[src/rtl/pll_spi_pkg.sv]
// rtl/pll_spi_pkg.sv - shared widths, field positions and FSM states for the PLL serial link
package pll_spi_pkg;

    localparam int WORD_W      = 32;
    localparam int NUM_REGS    = 6;
    localparam int ADDR_W      = 3;
    localparam int SYNC_STAGES = 2;
    localparam int CNT_W       = 6;

    localparam int CTRL_LSB = 0;
    localparam int CTRL_MSB = ADDR_W - 1;

    typedef enum logic [1:0] {
        IDLE   = 2'd0,
        SHIFT  = 2'd1,
        COMMIT = 2'd2
    } state_e;

endpackage

[src/rtl/pll_spi_receiver_sync_edge_det.sv]
// rtl/pll_spi_receiver_sync_edge_det.sv - async input synchroniser with rise/fall pulses
module sync_edge_det #(
    parameter int STAGES = 2
) (
    input  logic clk,
    input  logic rst,
    input  logic din,
    output logic level,
    output logic rise,
    output logic fall
);

    logic [STAGES-1:0] sync_q, sync_d;
    logic              prev_q, prev_d;

    always_comb begin
        sync_d = {sync_q[STAGES-2:0], din};
        prev_d = sync_q[STAGES-1];
    end

    always_ff @(posedge clk) begin
        if (rst) begin
            sync_q <= '0;
            prev_q <= 1'b0;
        end else begin
            sync_q <= sync_d;
            prev_q <= prev_d;
        end
    end

    assign level = sync_q[STAGES-1];
    assign rise  = sync_q[STAGES-1] & ~prev_q;
    assign fall  = ~sync_q[STAGES-1] & prev_q;

endmodule

[src/rtl/pll_spi_receiver.sv]
// rtl/pll_spi_receiver.sv - serial PLL register slave: shifts 32-bit words, commits on LE into a bank
module pll_spi_receiver
    import pll_spi_pkg::*;
(
    input  logic                clk,
    input  logic                rst,
    input  logic                sclk_in,
    input  logic                sdata_in,
    input  logic                ss_in,
    input  logic                le_in,
    input  logic                clr_mask,
    input  logic [ADDR_W-1:0]   rd_addr,
    output logic [WORD_W-1:0]   rd_data,
    output logic                word_valid,
    output logic [WORD_W-1:0]   word_data,
    output logic [ADDR_W-1:0]   word_addr,
    output logic                frame_err,
    output logic                addr_err,
    output logic [NUM_REGS-1:0] written_mask,
    output logic                all_loaded
);

    localparam logic [ADDR_W-1:0] NREGS_A  = ADDR_W'(NUM_REGS);
    localparam logic [CNT_W-1:0]  CNT_FULL = CNT_W'(WORD_W);
    localparam logic [CNT_W-1:0]  CNT_SAT  = CNT_W'(WORD_W + 1);

    logic sclk_lvl, sclk_rise, sclk_fall;
    logic sdata_lvl, sdata_rise, sdata_fall;
    logic ss_lvl, ss_rise, ss_fall;
    logic le_lvl, le_rise, le_fall;

    sync_edge_det #(.STAGES(SYNC_STAGES)) u_sync_sclk (.clk(clk), .rst(rst), .din(sclk_in),
        .level(sclk_lvl), .rise(sclk_rise), .fall(sclk_fall));
    sync_edge_det #(.STAGES(SYNC_STAGES)) u_sync_sdata (.clk(clk), .rst(rst), .din(sdata_in),
        .level(sdata_lvl), .rise(sdata_rise), .fall(sdata_fall));
    sync_edge_det #(.STAGES(SYNC_STAGES)) u_sync_ss (.clk(clk), .rst(rst), .din(ss_in),
        .level(ss_lvl), .rise(ss_rise), .fall(ss_fall));
    sync_edge_det #(.STAGES(SYNC_STAGES)) u_sync_le (.clk(clk), .rst(rst), .din(le_in),
        .level(le_lvl), .rise(le_rise), .fall(le_fall));

    logic unused_edges;
    assign unused_edges = ^{sclk_lvl, sclk_fall, sdata_rise, sdata_fall, le_lvl, le_fall};

    state_e              state_q, state_d;
    logic [WORD_W-1:0]   shift_q, shift_d;
    logic [CNT_W-1:0]    cnt_q, cnt_d;
    logic                ss_pend_q, ss_pend_d;
    logic [WORD_W-1:0]   bank_q [NUM_REGS];
    logic [WORD_W-1:0]   bank_d [NUM_REGS];
    logic [NUM_REGS-1:0] mask_q, mask_d;
    logic [WORD_W-1:0]   word_data_q, word_data_d;
    logic [ADDR_W-1:0]   word_addr_q, word_addr_d;
    logic                valid_q, valid_d, ferr_q, ferr_d, aerr_q, aerr_d;
    logic [WORD_W-1:0]   rd_data_q, rd_data_d;
    logic [ADDR_W-1:0]   addr;

    assign addr = shift_q[CTRL_MSB:CTRL_LSB];

    always_comb begin
        state_d     = state_q;
        shift_d     = shift_q;
        cnt_d       = cnt_q;
        ss_pend_d   = ss_pend_q;
        bank_d      = bank_q;
        mask_d      = clr_mask ? '0 : mask_q;
        word_data_d = word_data_q;
        word_addr_d = word_addr_q;
        valid_d     = 1'b0;
        ferr_d      = 1'b0;
        aerr_d      = 1'b0;
        rd_data_d   = (rd_addr < NREGS_A) ? bank_q[rd_addr] : '0;

        // A final sclk edge landing with LE is shifted before the count is judged in COMMIT
        if (state_q == SHIFT && sclk_rise && !ss_lvl) begin
            shift_d = {shift_q[WORD_W-2:0], sdata_lvl};
            if (cnt_q != CNT_SAT) cnt_d = cnt_q + CNT_W'(1);
        end

        case (state_q)
            IDLE: begin
                if (le_rise) begin
                    state_d   = COMMIT;
                    ss_pend_d = ss_fall;
                end else if (ss_fall) begin
                    state_d = SHIFT;
                    shift_d = '0;
                    cnt_d   = '0;
                end
            end
            SHIFT: begin
                if (le_rise) begin
                    state_d   = COMMIT;
                    ss_pend_d = ss_fall;
                end else if (ss_fall) begin
                    shift_d = '0;
                    cnt_d   = '0;
                end else if (ss_rise) begin
                    state_d = IDLE;
                end
            end
            COMMIT: begin
                if (cnt_q != CNT_FULL) begin
                    ferr_d = 1'b1;
                end else if (addr >= NREGS_A) begin
                    aerr_d = 1'b1;
                end else begin
                    bank_d[addr] = shift_q;
                    mask_d[addr] = 1'b1;
                    word_data_d  = shift_q;
                    word_addr_d  = addr;
                    valid_d      = 1'b1;
                end
                shift_d   = '0;
                cnt_d     = '0;
                ss_pend_d = 1'b0;
                state_d   = (!ss_lvl && (ss_pend_q || ss_fall)) ? SHIFT : IDLE;
            end
            default: state_d = IDLE;
        endcase
    end

    always_ff @(posedge clk) begin
        if (rst) begin
            state_q     <= IDLE;
            shift_q     <= '0;
            cnt_q       <= '0;
            ss_pend_q   <= 1'b0;
            for (int i = 0; i < NUM_REGS; i++) bank_q[i] <= '0;
            mask_q      <= '0;
            word_data_q <= '0;
            word_addr_q <= '0;
            valid_q     <= 1'b0;
            ferr_q      <= 1'b0;
            aerr_q      <= 1'b0;
            rd_data_q   <= '0;
        end else begin
            state_q     <= state_d;
            shift_q     <= shift_d;
            cnt_q       <= cnt_d;
            ss_pend_q   <= ss_pend_d;
            bank_q      <= bank_d;
            mask_q      <= mask_d;
            word_data_q <= word_data_d;
            word_addr_q <= word_addr_d;
            valid_q     <= valid_d;
            ferr_q      <= ferr_d;
            aerr_q      <= aerr_d;
            rd_data_q   <= rd_data_d;
        end
    end

    assign rd_data      = rd_data_q;
    assign word_valid   = valid_q;
    assign word_data    = word_data_q;
    assign word_addr    = word_addr_q;
    assign frame_err    = ferr_q;
    assign addr_err     = aerr_q;
    assign written_mask = mask_q;
    assign all_loaded   = &mask_q;

endmodule

[config.mk]
export PLATFORM = sky130hd
export DESIGN_NAME = pll_spi_receiver
export DESIGN_NICKNAME = d
export VERILOG_FILES = /design/src/rtl/pll_spi_pkg.sv /design/src/rtl/pll_spi_receiver_sync_edge_det.sv /design/src/rtl/pll_spi_receiver.sv
export SDC_FILE = /design/constraint.sdc
export NUM_CORES = 1
export LEC_CHECK = 0
export CORE_MARGIN = 5
export CORE_UTILIZATION = 53
export CTS_CLUSTER_DIAMETER = 100
export CTS_CLUSTER_SIZE = 20
export DETAILED_ROUTE_END_ITERATION = 8
export PLACE_DENSITY = 0.76
export SETUP_SLACK_MARGIN = 0.5
export SYNTH_ARGS = -nofsm -noshare
export SYNTH_HDL_FRONTEND = slang
export SYNTH_SLANG_ARGS = --single-unit
export TNS_END_PERCENT = 100
[constraint.sdc]
create_clock -name clk -period 2.05 [get_ports clk]
set_clock_uncertainty 0.15 [all_clocks]
set_input_delay 0.41 -clock clk [delete_from_list [all_inputs] [get_ports clk]]
set_output_delay 0.41 -clock clk [all_outputs]
set_load 0.02 [all_outputs]
* Word-level counts from Yosys, hierarchy flattened
Index checks and enable logic that the tools add are counted.
** Storage, ports and cells
- Word-level logic and storage cells :: 105
- Input bits :: 10
- Bits in registers :: 320
- Output and inout port bits :: 77
** Operators by class
- Equality and inequality tests :: 8
- $add $sub $neg :: 1
- Multiplexer cells :: 33
- Magnitude comparators :: 7
- Bitwise logic cells :: 15
- Reduce and logical (&&, ||, !) cells :: 17
** Operators by type and width (count)
- 192-bit bitwise mux :: 1
- 32-bit 2-to-1 mux :: 6
- 32-bit binary-select mux with 3-bit select :: 1
- 32-bit demux with 3-bit select :: 1
- 32-bit case mux with 2 select lines :: 1
- 6-bit 2-to-1 mux :: 8
- 6-bit inequality test (second input constant) :: 2
- 6-bit case mux with 2 select lines :: 1
- 2-bit 2-to-1 mux :: 5
- 3-bit inequality test (second input constant) :: 3
- 4-bit >= comparator (second input constant) :: 2
- 1-bit NOT :: 8
- 3-bit NOT with 4-bit output :: 2
- 6-bit by 1-bit adder with 6-bit output (second input constant) :: 1
- 1-bit 2-to-1 mux :: 6
- 6-bit OR :: 1
- 2-bit case mux with 3 select lines :: 1
- 3-bit AND reduction :: 2
- 6-bit AND reduction :: 1
- 2-bit OR reduction :: 3
- 1-bit logical AND :: 5
- 1-bit bitwise AND :: 4
- 3-bit by 4-bit less-than comparator with 1-bit output (second input constant) :: 1
- 4-bit by 1-bit less-than comparator with 1-bit output (second input constant) :: 1
- other kinds (14) :: 14

* Longest topological paths before layout
- Word-level depth :: 8
- Depth in mapped cells :: 9
- Depth with buffers taken out :: 6

* Cells and area by module
From an unflattened synthesis, not the netlist that was laid out.
** Second synthesis, totals
- Cells, all modules :: 1202
- Area total of the unflattened synthesis :: 12286.8 µm²
** By module, submodules not included
- pll_spi_receiver :: area an instance 11921.4 µm², sequential area each 6125.9 µm², cells an instance 1170, times used 1
- sync_edge_det :: area an instance 91.3 µm², sequential area each 60.1 µm², cells an instance 8, times used 4

* Worst setup path after synthesis
OpenSTA, ideal clock, no wires.
- Kind :: register -> register
- From :: reg cnt_q[0]
- To :: reg bank_q[182] (netlist bit)
- Stages on the path, launching flop included :: 8
- Period minus slack after synthesis :: 2117 ps
- Setup time :: 132 ps
- Buffers on the path :: 1
- Arrival time :: 1835 ps
- Slack :: -67 ps
- Required time :: 1768 ps
- Path through :: dfxtp_1 inv_1 ha_1 or4bb_1 or4_4 buf_2 nand2_1 a21oi_1
** Between the ends
- Cells in the longest elaborated chain, start to end :: 3
** Ends and longest elaborated chain
- from (decl) :: RTL line pll_spi_receiver.sv:46 : logic [CNT_W-1:0] cnt_q, cnt_d;
- from (signal assigned) :: RTL line pll_spi_receiver.sv:139 : cnt_q <= cnt_d;
- 6-bit inequality test :: RTL line pll_spi_receiver.sv:102 : if (cnt_q != CNT_FULL) begin
- 1-bit NOT (no line)
- 3-bit AND reduction (no line)
- to (signal assigned) :: RTL line pll_spi_receiver.sv:141 : bank_q <= bank_d;
- to (decl) :: RTL line pll_spi_receiver.sv:48 : logic [WORD_W-1:0] bank_q [NUM_REGS];
No other way between the ends.
A chain may end at the register's enable or synchronous reset.

* Worst setup path in the final report
- From :: reg cnt_q[1]
- To :: reg bank_q[104] (netlist bit)
The elaborated chain is that of the path after synthesis.

==> qor.txt <==
Most common cell on crit path - buf_6
Hold Vio Cnt, Final - 0
worst r2r path cells - 9
Placeable Area - 22600 µm²
global-route wire length before repair - 50.6 mm
initial antenna violation count - 0
Synth area leader - dfxtp_1
H-tree levels - 1
input/output buffers - 86
Min-Delay Path Depth - 2
remaining antenna violation count - 0
GRT Resource Usage Total - 23.5%
clock insertion delay at the later pin of the skew report - 0.51 ns
Ys Warns - 0
P_leak - 5.40 nW
grt total ovfl - 0
hold buffer count at cts - 0
Die H - 161 µm
maximum vdd drop - 0.000490 V
post-synthesis cell area - 12200 µm²
Final Max Slew Viols - 0
clock slew at reported path FFs - 0.08 ns
maximum number of pins on one net before global-route repair - 137
Final min period - 2.18 ns
Finished Cell Area - 15300 µm²
Final nets - 1516
CTS tree - done
crit share post-route - 106%
Placed Area - 13500 µm²
total chip power - 10.1 mW
Final setup viols - 121
fillcell total - 1716
Crit Path Class - reg -> reg
WL/cell - 19.5 µm
WHS - 0.0633 ns
# clock sinks - 317
failing checks - negative setup slack
outcome - finished with violations
Slew HR - 48.5%
crit path max fanout - 16
Site Rows - 55
Initial Utilization - 53.7%
number of global-route vias before repair - 9875
Yosys reg bits - 317
Gate Count Post-Synth - 1429
Finished Layout Cells - 1787
HPWL after DPL - 18.4 mm
library cells used by synthesis - 45
share of layout cells above drive strength 1 - 27.4%
number of synthesized flops with an enable pin - 0
register area share after synthesis - 52.2%
Top-Level Pins - 87
worst slew pin tran - 0.772 ns
worst-path cell chain - inv_2 -> ha_4 -> or4bb_4 -> buf_6 -> nor4b_4 -> buf_6 -> buf_12 -> nand2_1 -> a21oi_2
drt first pass iters - 5
area delta synth->final - 25.6%
total number of vias - 10500
maxcap violations - 0
slack of the critical path - -0.133 ns
Worst setup EP type - flop
critical path data arrival time - 2.47 ns
Vias/cell - 5.88
RSZ-0062 raised after global routing - true
Post-Place Setup Slack - -0.0973 ns
top_reg_cell synth - dfxtp_1
clock buffer depth - 3
Critical-path top delay cell - or4bb_4
Inst Count DP - 1726
top cells by area, synth - dfxtp_1, nand2_1, a21oi_1
number of remaining DRC errors - 0
Inserted Clock Buffers - 19
Post-Syn Nets - 1442
DR iter-0 viols - 1151
antenna cells - 0
Post-synth ARST share - 0%
clk root buf - clkbuf_16
share of the synthesized area in the top cell type - 52.2%
Mean Syn Cell Area - 8.51 µm²
die area - 26100 µm²
startpoint types - flop
Tightest Hold Check Type - in -> reg
GP Congestion - 0.833
Power per Cell Area - 662 nW/µm²
crit-path max cell delay - 0.46 ns
maximum clock frequency - 0.458 GHz
worst path required time - 2.34 ns
die width - 161 µm
final WL - 34.8 mm
logic make-up after synthesis:
group           after synthesis  share of synthesized area [%]
simple gates                614                           21.4
flops                       317                           52.2
compound gates              284                           12.0
buf+inv                     142                           5.15
mux                          65                           8.64
xor+xnor                      4                          0.288
fa+ha+maj                     3                          0.309
routing by layer:
metal	up-vias	GRT usage, %	part of all wire (%)
li1	4846	-	-
met1	5050	30.9	39
met2	516	39.8	47
met3	100	4.11	9.5
met4	0	6.98	4.5
met5	-	0	0
sequential cells by signal, summed over array words and instances, names as in the netlist, 2 cells and up:
name,count
u_sync_sclk.sync_q,2
u_sync_le.sync_q,2
word_data,32
u_sync_sdata.sync_q,2
cnt_q,6
rd_data,32
bank_q,192
shift_q,32
u_sync_ss.sync_q,2
state_q,2
written_mask,6
area by class of cell:
| type | count | area, µm² | area share, % |
|---|---|---|---|
| timing repair buffer | 192 | 2280 | 14.9 |
| sequential | 317 | 6410 | 42.0 |
| tap | 285 | 357 | 2.34 |
| multi-input combinational | 970 | 5730 | 37.5 |
| inverter | 3 | 11.3 | 0.0738 |
| clock inverter | 1 | 5.00 | 0.0328 |
| clock buffer | 19 | 475 | 3.11 |
cell usage in the layout (no fill, tap or decap), types with 13 or more instances in the layout:
cell,Yosys,layout
nand2_1,510,445
dfxtp_1,317,264
a21oi_1,243,209
buf_6,6,70
buf_4,5,64
dfxtp_2,0,53
nand2_2,0,39
a21oi_2,2,36
mux2i_1,33,33
mux4_2,32,32
o21ai_1,0,27
clkbuf_16,0,27
nand2_4,0,26
nor2_1,30,25
buf_12,0,25
nor2b_1,13,13
power breakdown:
group	internal, mW	switching (mW)
clock network	1.66	1.95
logic	0.116	0.212
registers	6.16	0.00482
worst paths after layout:
| path | from | end | slack, ns |
|---|---|---|---|
| setup / recovery | cnt_q[1] | bank_q[104] | -0.13 |
| hold / removal | rst | u_sync_ss.sync_q[0] | 0.06 |
| setup reg to reg | cnt_q[1] | bank_q[104] | -0.13 |
| hold reg to reg | u_sync_sdata.sync_q[0] | u_sync_sdata.sync_q[1] | 0.29 |
per-stage QoR:
stage	setup TNS, ns	util (%)
after floorplan	-1.09	-
after global placement	-1.64	59.8
after detailed placement	-7.56	59.8
after CTS	-4.29	63.5
after global routing	-14.83	67.4
final	-8.55	67.4
critical path, delay by kind of cell (launching register included):
kind,cells,cell delay (ns)
fa+ha+maj,1,0.13
compound gates,1,0.17
flops,1,0.33
simple gates,3,0.77
buf+inv,4,0.56
synthesized netlist by cell type (all sizes together) (2+ instances only):
master	instances
and2	3
mux4	32
nor2	30
ha	3
nand3b	2
or4	2
dfxtp	317
and4	3
nor4b	2
nor4	5
nand2b	11
inv	3
nor4bb	2
nor2b	13
nand4b	4
buf	45
mux2i	33
nor3	6
xnor2	4
nand2	510
nand4	5
nor3b	10
o21ai	32
clkbuf	94
a21oi	245
repair_timing:
action                                  CTS  global route
gates cloned                              6            12
gates resized for setup                 103           462
endpoints found under the setup margin  350           370
pin swaps                                 8            59
setup buffers                            11            12
Note: power is estimated with default switching activity, not from simulation.
